**src/rtl/button_counter_pkg.sv**
```systemverilog
// Shared definitions for the button counter: seven-segment glyphs (active-low
// {g,f,e,d,c,b,a}), the blank pattern and the count radix.
package button_counter_pkg;

  typedef enum logic {
    MODE_HEX = 1'b0,
    MODE_BCD = 1'b1
  } mode_e;

  localparam logic [6:0] SEG_BLANK = 7'h7F;

  localparam logic [6:0] SEG_GLYPH [16] = '{
    7'h40, 7'h79, 7'h24, 7'h30, 7'h19, 7'h12, 7'h02, 7'h78,
    7'h00, 7'h10, 7'h08, 7'h03, 7'h46, 7'h21, 7'h06, 7'h0E
  };

endpackage

```
**src/rtl/pb_debounce_pulse.sv**
```systemverilog
// Push-button conditioner: 2-flop synchroniser, level debouncer and a
// single-cycle pulse on each accepted press.
module pb_debounce_pulse #(
  parameter int DEB_CYCLES = 1_000_000
) (
  input  logic clk,
  input  logic rst_n,
  input  logic btn,
  output logic pulse
);

  localparam int CW = $clog2(DEB_CYCLES + 1);

  logic          sync1, sync2;
  logic          level, level_q;
  logic          armed;
  logic [1:0]    warm;
  logic [CW-1:0] cnt;

  always_ff @(posedge clk or negedge rst_n) begin
    if (!rst_n) begin
      sync1   <= 1'b0;
      sync2   <= 1'b0;
      level   <= 1'b0;
      level_q <= 1'b0;
      armed   <= 1'b0;
      warm    <= '0;
      cnt     <= '0;
    end else begin
      // NOTE: non-blocking assignments, so every flop here samples pre-edge values.
      sync1   <= btn;
      sync2   <= sync1;
      level_q <= level;
      warm    <= {warm[0], 1'b1};
      if (sync2 == level) begin
        cnt <= '0;
      end else if (cnt == CW'(DEB_CYCLES - 1)) begin
        level <= sync2;
        cnt   <= '0;
      end else begin
        cnt <= cnt + CW'(1);
      end
      // A button held through reset must be seen released before it can fire.
      if (warm[1] && !sync2 && !level) armed <= 1'b1;
    end
  end

  assign pulse = armed & level & ~level_q;

endmodule

```
**src/rtl/button_counter_nhex.sv**
```systemverilog
// Up/down/clear counter with hex or BCD radix, shown on a multiplexed
// N-digit seven-segment display with optional leading-zero blanking.
module button_counter_nhex
  import button_counter_pkg::*;
#(
  parameter int N_DIGITS       = 8,
  parameter int DEB_CYCLES     = 1_000_000,
  parameter int REFRESH_CYCLES = 100_000
) (
  input  logic       CLK100MHZ,
  input  logic       reset,
  input  logic       BTNU,
  input  logic       BTND,
  input  logic       BTNC,
  input  logic       mode,
  input  logic       blank_lz,
  output logic [6:0] seg,
  output logic       DP,
  output logic [7:0] AN
);

  localparam int CW = 4 * N_DIGITS;
  localparam int RW = $clog2(REFRESH_CYCLES + 1);

  logic up, down, clr;

  pb_debounce_pulse #(.DEB_CYCLES(DEB_CYCLES)) u_up (
    .clk(CLK100MHZ), .rst_n(reset), .btn(BTNU), .pulse(up));
  pb_debounce_pulse #(.DEB_CYCLES(DEB_CYCLES)) u_down (
    .clk(CLK100MHZ), .rst_n(reset), .btn(BTND), .pulse(down));
  pb_debounce_pulse #(.DEB_CYCLES(DEB_CYCLES)) u_clr (
    .clk(CLK100MHZ), .rst_n(reset), .btn(BTNC), .pulse(clr));

  logic          mode_s1, mode_s2, mode_q;
  mode_e         radix;
  logic [CW-1:0] count, bcd_inc, bcd_dec;
  logic          inc_carry, dec_borrow;

  assign radix = mode_e'(mode_s2);

  always_comb begin
    // NOTE: blocking assignments in combinational logic, each output defaulted first so no latch is inferred.
    bcd_inc    = count;
    bcd_dec    = count;
    inc_carry  = 1'b1;
    dec_borrow = 1'b1;
    for (int i = 0; i < N_DIGITS; i++) begin
      if (inc_carry) begin
        if (count[4*i +: 4] >= 4'd9) bcd_inc[4*i +: 4] = 4'd0;
        else begin
          bcd_inc[4*i +: 4] = count[4*i +: 4] + 4'd1;
          inc_carry = 1'b0;
        end
      end
      if (dec_borrow) begin
        if (count[4*i +: 4] == 4'd0) bcd_dec[4*i +: 4] = 4'd9;
        else begin
          bcd_dec[4*i +: 4] = (count[4*i +: 4] > 4'd9) ? 4'd9 : count[4*i +: 4] - 4'd1;
          dec_borrow = 1'b0;
        end
      end
    end
  end

  always_ff @(posedge CLK100MHZ or negedge reset) begin
    if (!reset) begin
      mode_s1 <= 1'b0;
      mode_s2 <= 1'b0;
      mode_q  <= 1'b0;
      count   <= '0;
    end else begin
      mode_s1 <= mode;
      mode_s2 <= mode_s1;
      mode_q  <= mode_s2;
      // Clear wins; opposing up/down pulses cancel out.
      if (clr || (mode_s2 != mode_q)) count <= '0;
      else if (up && !down) count <= (radix == MODE_BCD) ? bcd_inc : count + CW'(1);
      else if (down && !up) count <= (radix == MODE_BCD) ? bcd_dec : count - CW'(1);
    end
  end

  logic [RW-1:0] ref_cnt;
  logic [2:0]    idx, idx_n, msd;
  logic [3:0]    digit;
  logic [7:0]    an_n;
  logic [6:0]    seg_n;

  always_comb begin
    idx_n = idx;
    if (ref_cnt == RW'(REFRESH_CYCLES - 1))
      idx_n = (idx == 3'(N_DIGITS - 1)) ? 3'd0 : idx + 3'd1;
    msd   = 3'd0;
    digit = 4'd0;
    for (int i = 0; i < N_DIGITS; i++) begin
      if (i > 0 && count[4*i +: 4] != 4'd0) msd = 3'(i);
      if (idx_n == 3'(i)) digit = count[4*i +: 4];
    end
    an_n        = 8'hFF;
    an_n[idx_n] = 1'b0;
    seg_n       = (blank_lz && idx_n > msd) ? SEG_BLANK : SEG_GLYPH[digit];
  end

  always_ff @(posedge CLK100MHZ or negedge reset) begin
    if (!reset) begin
      ref_cnt <= '0;
      idx     <= '0;
      AN      <= 8'hFF;
      seg     <= SEG_BLANK;
    end else begin
      ref_cnt <= (ref_cnt == RW'(REFRESH_CYCLES - 1)) ? '0 : ref_cnt + RW'(1);
      idx     <= idx_n;
      AN      <= an_n;
      seg     <= seg_n;
    end
  end

  assign DP = 1'b1;

endmodule

```
**config.mk**
```make
export PLATFORM = sky130hd
export DESIGN_NAME = button_counter_nhex
export DESIGN_NICKNAME = d
export VERILOG_FILES = /design/src/rtl/button_counter_pkg.sv /design/src/rtl/pb_debounce_pulse.sv /design/src/rtl/button_counter_nhex.sv
export SDC_FILE = /design/constraint.sdc
export NUM_CORES = 1
export LEC_CHECK = 0
export CORE_ASPECT_RATIO = 1.5
export CORE_MARGIN = 1
export CORE_UTILIZATION = 40
export CTS_BUF_LIST = sky130_fd_sc_hd__clkbuf_4
export CTS_CLUSTER_DIAMETER = 60
export DETAILED_ROUTE_END_ITERATION = 6
export MAX_ROUTING_LAYER = met4
export PLACE_DENSITY = 0.57
export REMOVE_ABC_BUFFERS = 1
export SLEW_MARGIN = 20
export SYNTH_ARGS = -nofsm -noshare
export SYNTH_HDL_FRONTEND = slang
export SYNTH_HIERARCHICAL = 1
export SYNTH_SLANG_ARGS = --single-unit
```
**constraint.sdc**
```tcl
create_clock -name CLK100MHZ -period 5 [get_ports CLK100MHZ]
set_input_delay 1 -clock CLK100MHZ [delete_from_list [all_inputs] [get_ports CLK100MHZ]]
set_output_delay 1 -clock CLK100MHZ [all_outputs]
set_load 0.02 [all_outputs]
```
==> results of run 1 <==
layout make-up:
type | instances | share of cell area [%]
clock buffer | 18 | 1.26
timing repair buffer | 30 | 2.61
sequential | 151 | 35.5
inverter | 45 | 1.58
antenna | 1 | 0.0234
tap | 324 | 3.79
clock inverter | 14 | 2.06
multi-input combinational | 880 | 53.2
through the flow:
step / worst slack, ns / util [%] / std cells
global placement: 1.27 / 42.6 / 1430
global route: 0.713 / 44.1 / 1463
detailed placement: 1.05 / 42.6 / 1430
floorplan: 0.832 / - / 1076
CTS: 1.01 / 44.1 / 1462
finish: 1.05 / 44.1 / 1463
power by group:
part / total (uW) / switching [uW] / internal [uW]
clock network: 929 / 472 / 457
registers: 1680 / 331 / 1340
logic: 1240 / 706 / 532
total: 3840 / 1510 / 2330
routing by layer:
| metal | global-route usage, % | up-vias | wire (um) |
|---|---|---|---|
| met2 | 35.5 | 165 | 12400 |
| met5 | - | - | 0 |
| met1 | 24.6 | 4028 | 10400 |
| met3 | 3.26 | 43 | 778 |
| met4 | 8.23 | 0 | 725 |
| li1 | - | 4043 | - |
registers in the layout, summed over array words and instances, names as in the netlist, 2 cells and up:
| register | cells |
|---|---|
| u_down/warm | 2 |
| ref_cnt | 17 |
| idx | 3 |
| u_up/warm | 2 |
| u_up/cnt | 20 |
| AN | 8 |
| u_clr/warm | 2 |
| count | 32 |
| u_down/cnt | 20 |
| u_clr/cnt | 20 |
| seg | 7 |
logic make-up after synthesis:
| family | synth area share [%] |
|---|---|
| simple gates | 24.1 |
| other cells | 0.152 |
| fa+ha+maj | 5.08 |
| mux | 3.57 |
| flops | 38.5 |
| compound gates | 17.1 |
| xor+xnor | 7.55 |
| buf+inv | 3.93 |
worst register-to-register path, stage by stage (launching register included):
cell,delay (ns)
dfrtp_1,0.41
ha_1,0.22
nand4_1,0.31
nor4_4,0.39
mux2i_4,0.69
buf_4,0.31
mux2i_1,0.23
o22ai_1,0.12
nor2_1,0.68
or2_2,0.25
a21oi_1,0.06
o31ai_1,0.21
layout by cell type (no fill, tap or decap), drive strengths merged, types with 15 or more instances in the layout:
master         count
nand2b            19
nand4             22
ha                40
dfstp             15
xnor2             57
xor2              28
nand3             54
or3               15
nor4              26
inv               48
clkdlybuf4s50     20
a21oi             67
nand2             91
o21ai             80
nor2             126
clkbuf            18
o22ai             21
mux2i             28
nor3              26
dfrtp            136
final timing paths:
| path | cells after the start | slack, ns | end |
|---|---|---|---|
| max | 11 | 1.05 | seg[0]$_DFF_PN1_ |
| min | 0 | 0.36 | mode_s2$_DFF_PN0_ |
| max reg2reg | 11 | 1.05 | seg[0]$_DFF_PN1_ |
| min reg2reg | 0 | 0.36 | mode_s2$_DFF_PN0_ |
| max in group asynchronous | 2 | 3.55 | u_up/level$_DFFE_PN0P_ |
| min in group asynchronous | 1 | 0.47 | u_clr/cnt[2]$_DFF_PN0_ |
==> impl_metrics.toml, run 1 <==
[cts]
root_buffer = "clkbuf_4"
post-cts-setup-buffers = 0
path_clk_slew_ns = 0.12
hold_buffers = 0
cts_buffers = 17
cts_tree = "done"
htree_levels = 4
cts_buffer_depth = 2
worstSkewPairLatency_ns = 0.59
clock_sink_count = 151
cts_resized = 0

[route]
drc = 0
viasPerCell = 5.66
firstDrtPassIters = 5
via_count = 8279
routed_wirelength_mm = 24.2
drt_iter0_drc = 523
antenna_left = 0
wl_per_cell_um = 16.6

[die]
ios = 23
rows = 70
start_util_pct = 40.6
dieArea_sq_um = 25300
die_h_um = 194
die_w_um = 130
core_sq_um = 24300

[global_routing]
grt_use_total_pct = 21.0
grt_max_degree = 95
antenna_found_initial = 1
grt_pass1_wl_mm = 40.8
overflow = 0
grt_pass1_vias = 8099

[worst_setup_path]
crit_family = "simple AND/OR/NAND/NOR gates"
crit_chain = "ha_1 > nand4_1 > nor4_4 > mux2i_4 > buf_4 > mux2i_1 > o22ai_1 > nor2_1 > or2_2 > a21oi_1 > o31ai_1"
cp.required_ns = 5.49
worstSetupStartpoint = "ref_cnt[0]$_DFF_PN0_"
max_stage_delay_ns = 0.69
reg2reg_from = "ref_cnt[0]$_DFF_PN0_"
path_buf_inv = 1
worstSetupStartpointType = "flip-flop"
path_class = "flip-flop to flip-flop"
cpMaxStageDelayCell = "mux2i_4"
path_max_fanout = 15
worst-endpoint-arrival_ns = 4.44
end_kind = "flip-flop"

[yosys]
synthCells = 1127
synth_top_area_share_pct = 34.5
ys.flop_type = "dfrtp_1"
ys_warn_count = 6
synth_cell_type_count = 73
synth_commonest_cells = "dfrtp_1 (136), nor2_1 (126), nand2_1 (91), o21ai_0 (75), a21oi_1 (66)"
avgSynthCellArea_sq_um = 8.75
synth_area_leaders = "dfrtp_1 (35%), ha_1 (5.1%), xnor2_1 (5.1%)"
synthArstFlopShare_pct = 100
synth_edf_count = 0
synth.most_common_cell = "dfrtp_1"
synth-seq-cells = 151
seq_area_frac_synth_pct = 38.5
synth_area_sq_um = 9860
synth_top_area_cell = "dfrtp_1"

[cells_and_area]
drive_gt1_share_pct = 8.44
seqCellArea_sq_um = 3800
area_growth_pct = 8.55
stdcell_area_sq_um = 10700
n_fill_cell = 2431
finalNetCount = 1172
multi_input_area_sq_um = 5690

[timing]
rsz0062_at_grt = "no"
slew_viol_final = 0
hold_ws_ns = 0.364
setup_viol = 0
tightestPinTransition_ns = 0.929
fmax_mhz = 253
post-route-period-util_pct = 79.0
relSlewSlack_pct = 37.5
post-route-min-period_ns = 3.95
worst_clock_skew_ns = 0.0276
fin_setup_tns_ns = 0
hold_violations = 0

[placed_design]
io_buffers = 21
place_area_sq_um = 10300
dp_hpwl_mm = 17.0
gp_congestion = 0.948

[power]
p_leak_uw = 0.00443
peakVddDrop_uv = 154
p_per_area_nw_per_um2 = 359
power_uw = 3840

[job]
max_cap_viol_count = 0

[hold_path]
hp-start = "mode_s1$_DFF_PN0_"
hp-class = "flip-flop to flip-flop"

[status]
outcome = "finished clean"
Note: power is estimated with default switching activity, not from simulation.
==> inputs of run 2 (changes only) <==
- PLACE_DENSITY: 0.57 -> 0.6
- clock period: 5 -> 3.3 ns (I/O delays scaled with it)
==> impl_metrics.toml, run 2 (synthesis results as in run 1) <==
[cts]
cts_buffers = 17
worstSkewPairLatency_ns = 0.60
hold_buffers = 0
root_buffer = "clkbuf_4"
path_clk_slew_ns = 0.12
cts_tree = "done"
cts_buffer_depth = 2
htree_levels = 4
clock_sink_count = 151

[timing]
worst_clock_skew_ns = 0.0216
setup_viol = 0
tightestPinTransition_ns = 0.765
hold_ws_ns = 0.0355
relSlewSlack_pct = 49.0
hold_violations = 0
fmax_mhz = 315
slew_viol_final = 0
post-route-min-period_ns = 3.18
post-route-period-util_pct = 96.3

[route]
routed_wirelength_mm = 24.5
viasPerCell = 5.59
via_count = 8525
drt_iter0_drc = 471
antenna_left = 0
wl_per_cell_um = 16.1
drc = 1
firstDrtPassIters = 7

[die]
dieArea_sq_um = 25300
start_util_pct = 40.6
die_h_um = 194
ios = 23
rows = 70
core_sq_um = 24300
die_w_um = 130

[global_routing]
grt_max_degree = 61
grt_use_total_pct = 20.9
antenna_found_initial = 1
grt_pass1_vias = 8440
grt_pass1_wl_mm = 40.8
overflow = 0

[power]
p_leak_uw = 0.00475
peakVddDrop_uv = 254
p_per_area_nw_per_um2 = 533
power_uw = 6000

[status]
violations = "DRC"
outcome = "complete, but fails checks"

[cells_and_area]
fin_util_pct = 46.4
drive_gt1_share_pct = 13.8
stdcell_area_sq_um = 11300
largest_register_ff_count = 32
finalNetCount = 1235
largest_register = "count"
area_growth_pct = 14.3
layout_commonest_cell = "dfrtp_1"
layout_common_cells = "dfrtp_1 (135), nor2_1 (125), nand2_1 (91), o21ai_0 (73), a21oi_1 (66)"

[placed_design]
place_area_sq_um = 10800
gp_congestion = 0.898
dp_hpwl_mm = 17.6
io_buffers = 21

[hold_path]
hp-class = "input port to asynchronous set/reset pin"

[worst_setup_path]
path_max_fanout = 7
worstSetupStartpointType = "flip-flop"
worst-endpoint-arrival_ns = 3.70
reg2reg_from = "ref_cnt[11]$_DFF_PN0_"
worstSetupStartpoint = "ref_cnt[11]$_DFF_PN0_"
cp.required_ns = 3.82
path_class = "flip-flop to flip-flop"
end_kind = "flip-flop"

[job]
max_cap_viol_count = 0
## run 2: worst max-delay path, stage by stage (launching register included)
cell and delay [ns]:
dfrtp_1 0.42, or4b_4 0.55, nor4_4 0.30, mux2i_4 0.32, buf_12 0.15, buf_6 0.14
mux2i_1 0.20, o22ai_1 0.10, nor2_2 0.19, buf_6 0.15, ha_1 0.24, o211a_1 0.23
o21ai_1 0.13
## run 2: report_power, final
part	internal [uW]	total, uW	switching, uW
Combinational	976	2250	1270
Clock	690	1380	688
Sequential	2040	2380	339
Total	3710	6000	2300
## run 2: path summary, 6_finish.rpt
kind                            cells after the start                      to  slack (ns)
worst min-delay path                                1    ref_cnt[5]$_DFF_PN0_        0.04
worst max-delay path                               12        seg[3]$_DFF_PN1_        0.12
max in group asynchronous                           2  u_up/cnt[15]$_DFF_PN0_        2.38
worst max register to register                     12        seg[3]$_DFF_PN1_        0.12
worst min register to register                      0  u_up/warm[1]$_DFF_PN0_        0.35
min in group CLK100MHZ                              0  u_up/warm[1]$_DFF_PN0_        0.35
## run 2: cell type report
type	count	area (sq um)
timing repair buffer	93	818
clock buffer	19	143
antenna	1	2.50
sequential	151	3800
tap	324	405
multi-input combinational	880	5730
clock inverter	12	200
fill	2357	13000
inverter	45	169
## run 2: what timing repair did
action / in CTS / in global routing
gates resized for setup: 0 / 13
endpoints found under the setup margin: 0 / 9
buffers inserted: 0 / 8
## run 2: routing by layer
metal	up-vias	wire, um	GRT usage [%]
li1	4182	-	-
met1	4118	10400	23.4
met2	170	12500	35.8
met3	55	779	3.09
met4	0	819	9.78
met5	-	0	-
## run 2: metrics by stage
| step | setup slack [ns] | setup TNS (ns) | cells |
|---|---|---|---|
| 6_report | 0.121 | 0 | 1525 |
| 5_1_grt | -0.0456 | -0.0778 | 1525 |
| 4_1_cts | 0.118 | 0 | 1515 |
| 3_5_place_dp | 0.147 | 0 | 1484 |
| 3_3_place_gp | 0.204 | 0 | 1484 |
| 2_1_floorplan | -0.868 | -22.27 | 1076 |
==> inputs of run 3 (changes only) <==
- CORE_UTILIZATION: 40 -> 45
- PLACE_DENSITY: 0.6 -> 0.65
- SKIP_CTS_REPAIR_TIMING: unset -> 1
==> impl_metrics.toml, run 3 (synthesis results as in run 1) <==
[die]
die_h_um = 183
ios = 23
rows = 66
start_util_pct = 45.7
dieArea_sq_um = 22500
core_sq_um = 21600
die_w_um = 123

[worst_setup_path]
ff2ff_setup_slack_ns = 0.18
path_max_fanout = 13
worst-endpoint-arrival_ns = 3.61
r2r_cells = 11
crit_chain = "or4b_4 > nor4_4 > mux2i_4 > buf_12 > mux2_2 > o21a_1 > a21oi_2 > buf_4 > nand2_1 > a21oi_1 > o31ai_1"
cp.required_ns = 3.79
max_stage_delay_ns = 0.58
end_kind = "flip-flop"
reg2reg_from = "ref_cnt[8]$_DFF_PN0_"
worstSetupStartpointType = "flip-flop"
cpMaxStageDelayCell = "or4b_4"
path_class = "flip-flop to flip-flop"
r2r-end = "seg[0]$_DFF_PN1_"

[timing]
post-route-period-util_pct = 94.5
worst_clock_skew_ns = 0.0360
relSlewSlack_pct = 45.7
hold_ws_ns = 0.353
setup_viol = 0
post-route-min-period_ns = 3.12
fmax_mhz = 321
slew_viol_final = 0
hold_violations = 0
rsz0062_at_grt = "no"
tightestPinTransition_ns = 0.810

[cts]
root_buffer = "clkbuf_4"
cts_tree = "done"
cts_buffer_depth = 2
htree_levels = 4
worstSkewPairLatency_ns = 0.60
clock_sink_count = 151
path_clk_slew_ns = 0.14
cts_buffers = 17

[power]
p_per_area_nw_per_um2 = 523
peakVddDrop_uv = 268
p_comb_share_pct = 38.3
sw_frac_of_total_pct = 39.8
clkPwrFrac_pct = 20.6
seqPwrFrac_pct = 41.1
p_leak_uw = 0.00469
power_switching_uw = 2300
power.internal_uw = 3480

[global_routing]
grt_max_degree = 57
overflow = 0
antenna_found_initial = 1
grt_pass1_vias = 8055
grt_use_total_pct = 22.7
grt_pass1_wl_mm = 39.2

[hold_path]
hp-start = "u_up/warm[0]$_DFF_PN0_"
whs_path_depth = 0
hold_end = "u_up/warm[1]$_DFF_PN0_"
hp-class = "flip-flop to flip-flop"

[route]
via_count = 8452
routed_wirelength_mm = 23.7
wl_per_cell_um = 16.1
viasPerCell = 5.77
firstDrtPassIters = 5
antenna_left = 0
drt_iter0_drc = 606
drc = 0

[cells_and_area]
largest_register = "count"
finalNetCount = 1227
layout_commonest_cell = "dfrtp_1"
layout_common_cells = "dfrtp_1 (135), nor2_1 (126), nand2_1 (91), o21ai_0 (75), a21oi_1 (66)"
largest_register_ff_count = 32
fin_util_pct = 51.3
area_growth_pct = 12.1
n_fill_cell = 1996
drive_gt1_share_pct = 13.2

[status]
outcome = "finished clean"

[placed_design]
gp_congestion = 0.954
io_buffers = 21
dp_hpwl_mm = 17.1

[job]
max_cap_viol_count = 0
## run 3: power by group through the flow
stage          sequential (uW)  combinational [uW]  clock, uW
2_1_floorplan             2420                1380          0
3_3_place_gp              2400                2170          0
3_5_place_dp              2400                2180          0
4_1_cts                   2370                2190       1250
5_1_grt                   2410                2460       1310
6_report                  2380                2210       1190
## run 3: layer usage
layer | up-vias | wire length (um) | global-route usage, %
li1 | 4144 | - | -
met1 | 4082 | 10200 | 27.2
met2 | 181 | 11900 | 37.3
met3 | 45 | 808 | 3.64
met4 | 0 | 701 | 9.56
met5 | - | 0 | -
## run 3: worst max-delay path by stage
stage / depth (start not counted) / slack (ns) / from / to
CTS: 12 / 0.15 / ref_cnt[8]$_DFF_PN0_ / seg[3]$_DFF_PN1_
finish: 11 / 0.18 / ref_cnt[8]$_DFF_PN0_ / seg[0]$_DFF_PN1_
detailed placement: 12 / 0.16 / ref_cnt[8]$_DFF_PN0_ / seg[3]$_DFF_PN1_
floorplan: 8 / -0.87 / mode_s2$_DFF_PN0_ / count[29]$_DFFE_PN0P_
global route: 11 / 0.04 / ref_cnt[11]$_DFF_PN0_ / seg[3]$_DFF_PN1_
global placement: 10 / 0.23 / ref_cnt[8]$_DFF_PN0_ / seg[5]$_DFF_PN1_
## run 3: per-stage QoR
step	setup TNS, ns	std cells	worst slack (ns)	area [sq um]	power (uW)
after detailed placement	0	1430	0.161	10700	4580
after floorplan	-22.27	1076	-0.868	9640	3800
after global routing	0	1466	0.0359	11000	6190
final	0	1466	0.183	11000	5780
after CTS	0	1462	0.152	11000	5800
after global placement	0	1430	0.234	10700	4570
## run 3: worst max-delay path: cells and delay by family (launching register included)
family          cells  cell delay [ns]
simple gates        3             0.86
compound gates      4             0.69
mux                 2             0.66
flops               1             0.43
buf+inv             2             0.40
## run 3: final cells by class
type	count	area, sq um	share of cell area [%]
Multi-Input combinational cell	880	5720	51.7
Sequential cell	151	3800	34.4
Timing Repair Buffer	85	737	6.67
Tap cell	272	340	3.08
Inverter	45	169	1.53
Clock inverter	14	149	1.35
Clock buffer	18	135	1.22
Antenna cell	1	2.50	0.0226
